## config.mk

```make
export PLATFORM = sky130hd
export DESIGN_NAME = glyph_string_render
export DESIGN_NICKNAME = d
export VERILOG_FILES = /design/src/rtl/glyph_string_render.sv
export SDC_FILE = /design/constraint.sdc
export NUM_CORES = 1
export LEC_CHECK = 0
export ABC_AREA = 1
export BUFFER_PORTS_ARGS = -buffer_cell sky130_fd_sc_hd__buf_2
export CORE_UTILIZATION = 57
export CTS_CLUSTER_SIZE = 25
export DETAILED_ROUTE_END_ITERATION = 10
export PLACE_DENSITY = 0.79
export SYNTH_ARGS = -nofsm -noshare
export SYNTH_HDL_FRONTEND = slang
export SYNTH_SLANG_ARGS = --single-unit
```

## constraint.sdc

```tcl
create_clock -name clk -period 8.21 [get_ports clk]
set_input_delay 2.463 -clock clk [delete_from_list [all_inputs] [get_ports clk]]
set_output_delay 2.463 -clock clk [all_outputs]
set_load 0.005 [all_outputs]
```

## src/rtl/glyph_string_render.sv

```systemverilog
// Text layer for the pong VGA mixer: renders NUM_CHARS glyphs from a writable
// string buffer through a scaled 5x8 font, two pipeline stages from pixel to display.
module glyph_string_render #(
    parameter int NUM_CHARS    = 8,
    parameter int SCALE        = 5,
    parameter int CHAR_GAP     = 5,
    parameter int BLINK_FRAMES = 30,
    localparam int IW = (NUM_CHARS > 1) ? $clog2(NUM_CHARS) : 1
) (
    input  logic          clk,
    input  logic          reset,
    input  logic [9:0]    start_x,
    input  logic [9:0]    start_y,
    input  logic [9:0]    x,
    input  logic [9:0]    y,
    input  logic          pix_valid,
    input  logic          frame_tick,
    input  logic          blink_en,
    input  logic          load,
    input  logic [IW-1:0] load_idx,
    input  logic [5:0]    load_code,
    output logic          display,
    output logic          display_valid
);
    localparam int GW    = 5 * SCALE;
    localparam int GH    = 8 * SCALE;
    localparam int PITCH = GW + CHAR_GAP;
    localparam int TW    = NUM_CHARS * PITCH - CHAR_GAP;
    localparam int FW    = (BLINK_FRAMES > 1) ? $clog2(BLINK_FRAMES) : 1;

    localparam logic [10:0] GW11    = 11'(GW);
    localparam logic [10:0] GH11    = 11'(GH);
    localparam logic [10:0] PITCH11 = 11'(PITCH);
    localparam logic [10:0] TW11    = 11'(TW);
    localparam logic [10:0] SCALE11 = 11'(SCALE);
    localparam logic [10:0] NC11    = 11'(NUM_CHARS);
    localparam logic [IW:0] NC_IDX  = (IW+1)'(NUM_CHARS);
    localparam logic [FW-1:0] FLAST = FW'(BLINK_FRAMES - 1);

    // Row r of a glyph sits at bits [39-5r -: 5]; the MSB of each row is the leftmost dot.
    function automatic logic glyph_dot(input logic [5:0] code, input logic [2:0] row,
                                       input logic [2:0] col);
        logic [34:0] g;
        logic [39:0] g40;
        logic [5:0]  idx;
        case (code)
            6'd0:  g = 35'b01110_10001_10011_10101_11001_10001_01110;
            6'd1:  g = 35'b00100_01100_00100_00100_00100_00100_01110;
            6'd2:  g = 35'b01110_10001_00001_00010_00100_01000_11111;
            6'd3:  g = 35'b11111_00010_00100_00010_00001_10001_01110;
            6'd4:  g = 35'b00010_00110_01010_10010_11111_00010_00010;
            6'd5:  g = 35'b11111_10000_11110_00001_00001_10001_01110;
            6'd6:  g = 35'b00110_01000_10000_11110_10001_10001_01110;
            6'd7:  g = 35'b11111_00001_00010_00100_01000_01000_01000;
            6'd8:  g = 35'b01110_10001_10001_01110_10001_10001_01110;
            6'd9:  g = 35'b01110_10001_10001_01111_00001_00010_01100;
            6'd10: g = 35'b01110_10001_10001_11111_10001_10001_10001;
            6'd11: g = 35'b11110_10001_10001_11110_10001_10001_11110;
            6'd12: g = 35'b01110_10001_10000_10000_10000_10001_01110;
            6'd13: g = 35'b11100_10010_10001_10001_10001_10010_11100;
            6'd14: g = 35'b11111_10000_10000_11110_10000_10000_11111;
            6'd15: g = 35'b11111_10000_10000_11110_10000_10000_10000;
            6'd16: g = 35'b01110_10001_10000_10111_10001_10001_01111;
            6'd17: g = 35'b10001_10001_10001_11111_10001_10001_10001;
            6'd18: g = 35'b01110_00100_00100_00100_00100_00100_01110;
            6'd19: g = 35'b00111_00010_00010_00010_00010_10010_01100;
            6'd20: g = 35'b10001_10010_10100_11000_10100_10010_10001;
            6'd21: g = 35'b10000_10000_10000_10000_10000_10000_11111;
            6'd22: g = 35'b10001_11011_10101_10101_10001_10001_10001;
            6'd23: g = 35'b10001_10001_11001_10101_10011_10001_10001;
            6'd24: g = 35'b01110_10001_10001_10001_10001_10001_01110;
            6'd25: g = 35'b11110_10001_10001_11110_10000_10000_10000;
            6'd26: g = 35'b01110_10001_10001_10001_10101_10010_01101;
            6'd27: g = 35'b11110_10001_10001_11110_10100_10010_10001;
            6'd28: g = 35'b01111_10000_10000_01110_00001_00001_11110;
            6'd29: g = 35'b11111_00100_00100_00100_00100_00100_00100;
            6'd30: g = 35'b10001_10001_10001_10001_10001_10001_01110;
            6'd31: g = 35'b10001_10001_10001_10001_10001_01010_00100;
            6'd32: g = 35'b10001_10001_10001_10101_10101_10101_01010;
            6'd33: g = 35'b10001_10001_01010_00100_01010_10001_10001;
            6'd34: g = 35'b10001_10001_10001_01010_00100_00100_00100;
            6'd35: g = 35'b11111_00001_00010_00100_01000_10000_11111;
            default: g = '0;
        endcase
        g40 = (code == 6'd62) ? '1 : {g, 5'b00000};
        idx = 6'd39 - ({3'b000, row} * 6'd5) - {3'b000, col};
        glyph_dot = (col <= 3'd4) && g40[idx];
    endfunction

    logic [5:0]  str_buf [NUM_CHARS];
    logic [FW-1:0] fcnt;
    logic        phase;

    logic [10:0] xe, ye, sxe, sye, rx, ry, ci, rem;
    logic        in_box, gap;
    logic [5:0]  code_next;

    assign xe  = {1'b0, x};
    assign ye  = {1'b0, y};
    assign sxe = {1'b0, start_x};
    assign sye = {1'b0, start_y};
    assign rx  = xe - sxe;
    assign ry  = ye - sye;
    assign ci  = rx / PITCH11;
    assign rem = rx % PITCH11;
    assign in_box = (xe >= sxe) && (xe < sxe + TW11) && (ye >= sye) && (ye < sye + GH11);
    assign gap    = (rem >= GW11);
    // Outside the string the slot index runs past the buffer; treat it as blank.
    assign code_next = (ci < NC11) ? str_buf[ci[IW-1:0]] : 6'd63;

    logic        v1, hit_q;
    logic [5:0]  code_q;
    logic [2:0]  col_q, row_q;
    logic        dot;

    assign dot = glyph_dot(code_q, row_q, col_q);

    always_ff @(posedge clk) begin
        if (reset) begin
            v1            <= 1'b0;
            hit_q         <= 1'b0;
            code_q        <= '0;
            col_q         <= '0;
            row_q         <= '0;
            display       <= 1'b0;
            display_valid <= 1'b0;
        end else begin
            v1            <= pix_valid;
            hit_q         <= in_box & ~gap;
            code_q        <= code_next;
            col_q         <= 3'(rem / SCALE11);
            row_q         <= 3'(ry / SCALE11);
            display_valid <= v1;
            display       <= v1 & hit_q & dot & phase;
        end
    end

    // A load at the same edge as a pixel is invisible to it: stage 1 reads the old value.
    always_ff @(posedge clk) begin
        if (reset) begin
            for (int i = 0; i < NUM_CHARS; i++) str_buf[i] <= 6'd63;
        end else if (load && ({1'b0, load_idx} < NC_IDX)) begin
            str_buf[load_idx] <= load_code;
        end
    end

    always_ff @(posedge clk) begin
        if (reset || !blink_en) begin
            fcnt  <= '0;
            phase <= 1'b1;
        end else if (frame_tick) begin
            if (fcnt == FLAST) begin
                fcnt  <= '0;
                phase <= ~phase;
            end else begin
                fcnt <= fcnt + 1'b1;
            end
        end
    end
endmodule
```

==> impl_results.md <==
* Register area share after synthesis at 28.1%
* Synth top area share at 16.6%
* Clk_lat worst skew at 0.36 ns
* Synth Area per Inst at 6.80 um^2
* P&R area growth vs syn at 13.3%
* Post-Syn Area at 0.00920 mm^2
* Initial DRC Count at 785
* Final setup vio count at 0
* Synth Flop Type: dfxtp_1
* Final hold vios at 0
* Distinct cells, synth at 56
* Setup Skew at 0.0154 ns
* Drt pass-1 iters at 8
* Routed WL at 23.9 mm
* Area contributors post-synth: nand2_1 (17%), edfxtp_1 (16%), dfxtp_1 (12%)
* Largest net degree at the start of global routing at 26
* Routability cong. at 1.04
* WL/cell at 14.5 um
* Pwr/cell area at 439 mW/mm^2
* # fillers at 1415
* Clk slew on worst S/H paths at 0.08 ns
* Gate Count Post-Synth at 1354
* Final-report max-slew violation count at 0
* First-pass GRT wire length at 39.0 mm
* Fmax at 129 MHz
* Final period util at 94.6%
* Worst EP required at 8.49 ns
* TritonCTS clock tree: built
* Placed cell areas at 0.00980 mm^2
* Critical-path top delay cell: fa_2
* Post-DRT Antenna Nets at 0
* Least-Margin Pin Slew at 0.907 ns
* # nets final at 1561
* Largest delay share family, worst path: simple AND/OR/NAND/NOR gates
* Maxcap violations at 0
* Drt via density at 5.46
* Leakage Power at 0.00524 uW
* Critical path capture point type: flip-flop
* Status: completed
* Row cnt at 46
* Cts hold-fix bufs at 0
* Htree depth at 3
* Congestion Overflow GR at 0
* Slew margin rel. at 38.9%
* Delay of the slowest critical-path stage at 0.35 ns
* Chip height at 129 um
* I/O pin total at 57
* Initial core utilization at 58.2%
* Period minus WS final at 7.77 ns
* Critical path arrival at 8.04 ns
* Max Fanout on Critical Path at 6
* Fraction of registers with async set/reset at 0%
* Net Count, Synth at 1482
* Commonest non-fill, non-tap cell in the layout: nand2_1
* Yosys warnings at 0
* Die area at 0.0167 mm^2
* Clk sinks at 105
* Diode count at 0
* Final Instance Area at 0.0104 mm^2
* Most frequent cells in the layout: nand2_1 (398), nand3_1 (166), inv_1 (156)
* DR DRC count at 0
* IO Port Bufs at 56
* Vias in the first global route at 8302
* Proportion of layout cells with a drive suffix above 1 at 16.6%
* GRT Util Overall at 29.4%
* Worst hold slack at 0.500 ns
* Yosys top cell by area: nand2_1
* CTS Buf Count at 9
* Clock Path Buffers at 2
* Startpoint types: input port
* Final HPWL DP at 18.8 mm
* FF+latch count, synth at 105
* Top cell by count, worst path: nand2_2
* Core footprint at 0.0158 mm^2
* Via count at 9028
* Hold crit path type: flip-flop to flip-flop
* Max IR drop VDD at 0.387 mV
* Crit path kind: input port to flip-flop
* Die width at 129 um
* Worst Path Buf+Inv at 9
* Initial antenna violation count at 0
* Clock Root Buffer: clkbuf_16
* EDFF count, synth at 48
## layer usage
| layer | routed length (um) | vias up | GRT usage [%] |
|---|---|---|---|
| met1 | 10800 | 3996 | 40.2 |
| li1 | - | 4575 | - |
| met4 | 563 | 0 | 9.34 |
| met3 | 1670 | 55 | 4.46 |
| met2 | 10900 | 402 | 47.8 |
| met5 | 0 | - | 0 |
## metrics by stage
stage	worst slack, ns	setup TNS (ns)	util (%)	total power, uW	cells
4_1_cts	0.113	0	63.8	4340	1646
5_1_grt	-0.0867	-0.979	65.9	5050	1654
2_1_floorplan	0.359	0	-	3250	1354
3_5_place_dp	-0.231	-1.90	61.9	3900	1630
6_report	0.441	0	65.9	4580	1654
3_3_place_gp	-0.0866	-0.174	61.9	3830	1630
## cells by family after synthesis
group,share of synthesized area (%)
simple gates,39.1
compound gates,8.92
fa+ha+maj,10.3
buf+inv,10.1
flops,28.1
xor+xnor,3.62
## final cells by class
| type | instances | area [um^2] | share of cell area, % |
|---|---|---|---|
| sequential | 105 | 2580 | 24.8 |
| tap | 216 | 270 | 2.59 |
| timing repair buffer | 102 | 657 | 6.30 |
| multi-input combinational | 1037 | 5940 | 56.9 |
| timing repair inverter | 1 | 5.00 | 0.0480 |
| inverter | 177 | 684 | 6.56 |
| clock buffer | 10 | 229 | 2.19 |
| clock inverter | 6 | 67.6 | 0.648 |
## worst min-delay path, cell delays in order (launching register included)
cell and delay, ns:
dfxtp_1 0.30, nand2_1 0.05, inv_1 0.08
## power by group
part           total [uW]  leakage [uW]  switching, uW  internal [uW]
clock                 432      0.000141            193            238
combinational        3460       0.00415           2230           1230
sequential            685      0.000953           32.9            652
total                4580       0.00524           2460           2120
## cells in the mapped netlist, types with 5 or more instances
library cell,n
nand3_2,9
edfxtp_1,48
o21ai_1,20
dfxtp_1,57
o21ai_0,40
ha_1,69
buf_6,6
nor2_4,5
inv_2,13
nor2_1,88
nand2_1,406
nand4_1,20
nand3_1,178
xor2_1,31
nor3_1,10
nand2_4,10
a21oi_1,47
o22ai_1,6
nand2_2,26
buf_4,10
xnor2_1,7
clkbuf_1,9
inv_1,162
buf_2,7
## path summary, 6_finish.rpt
check	from	cells after the start	to	slack, ns
worst max-delay path	start_x[0]	55	flip-flop	0.44
worst min-delay path	v1	2	display_valid	0.50
worst max register to register	col_q[0]	14	display	5.39
worst min register to register	v1	2	display_valid	0.50
## timing repair
item,4_1_cts,5_1_grt
setup buffers,0,7
endpoints found under the setup margin,0,37
hold endpoints to repair,0,0
resized for setup,0,71
Power figures use the tool's default switching activity.
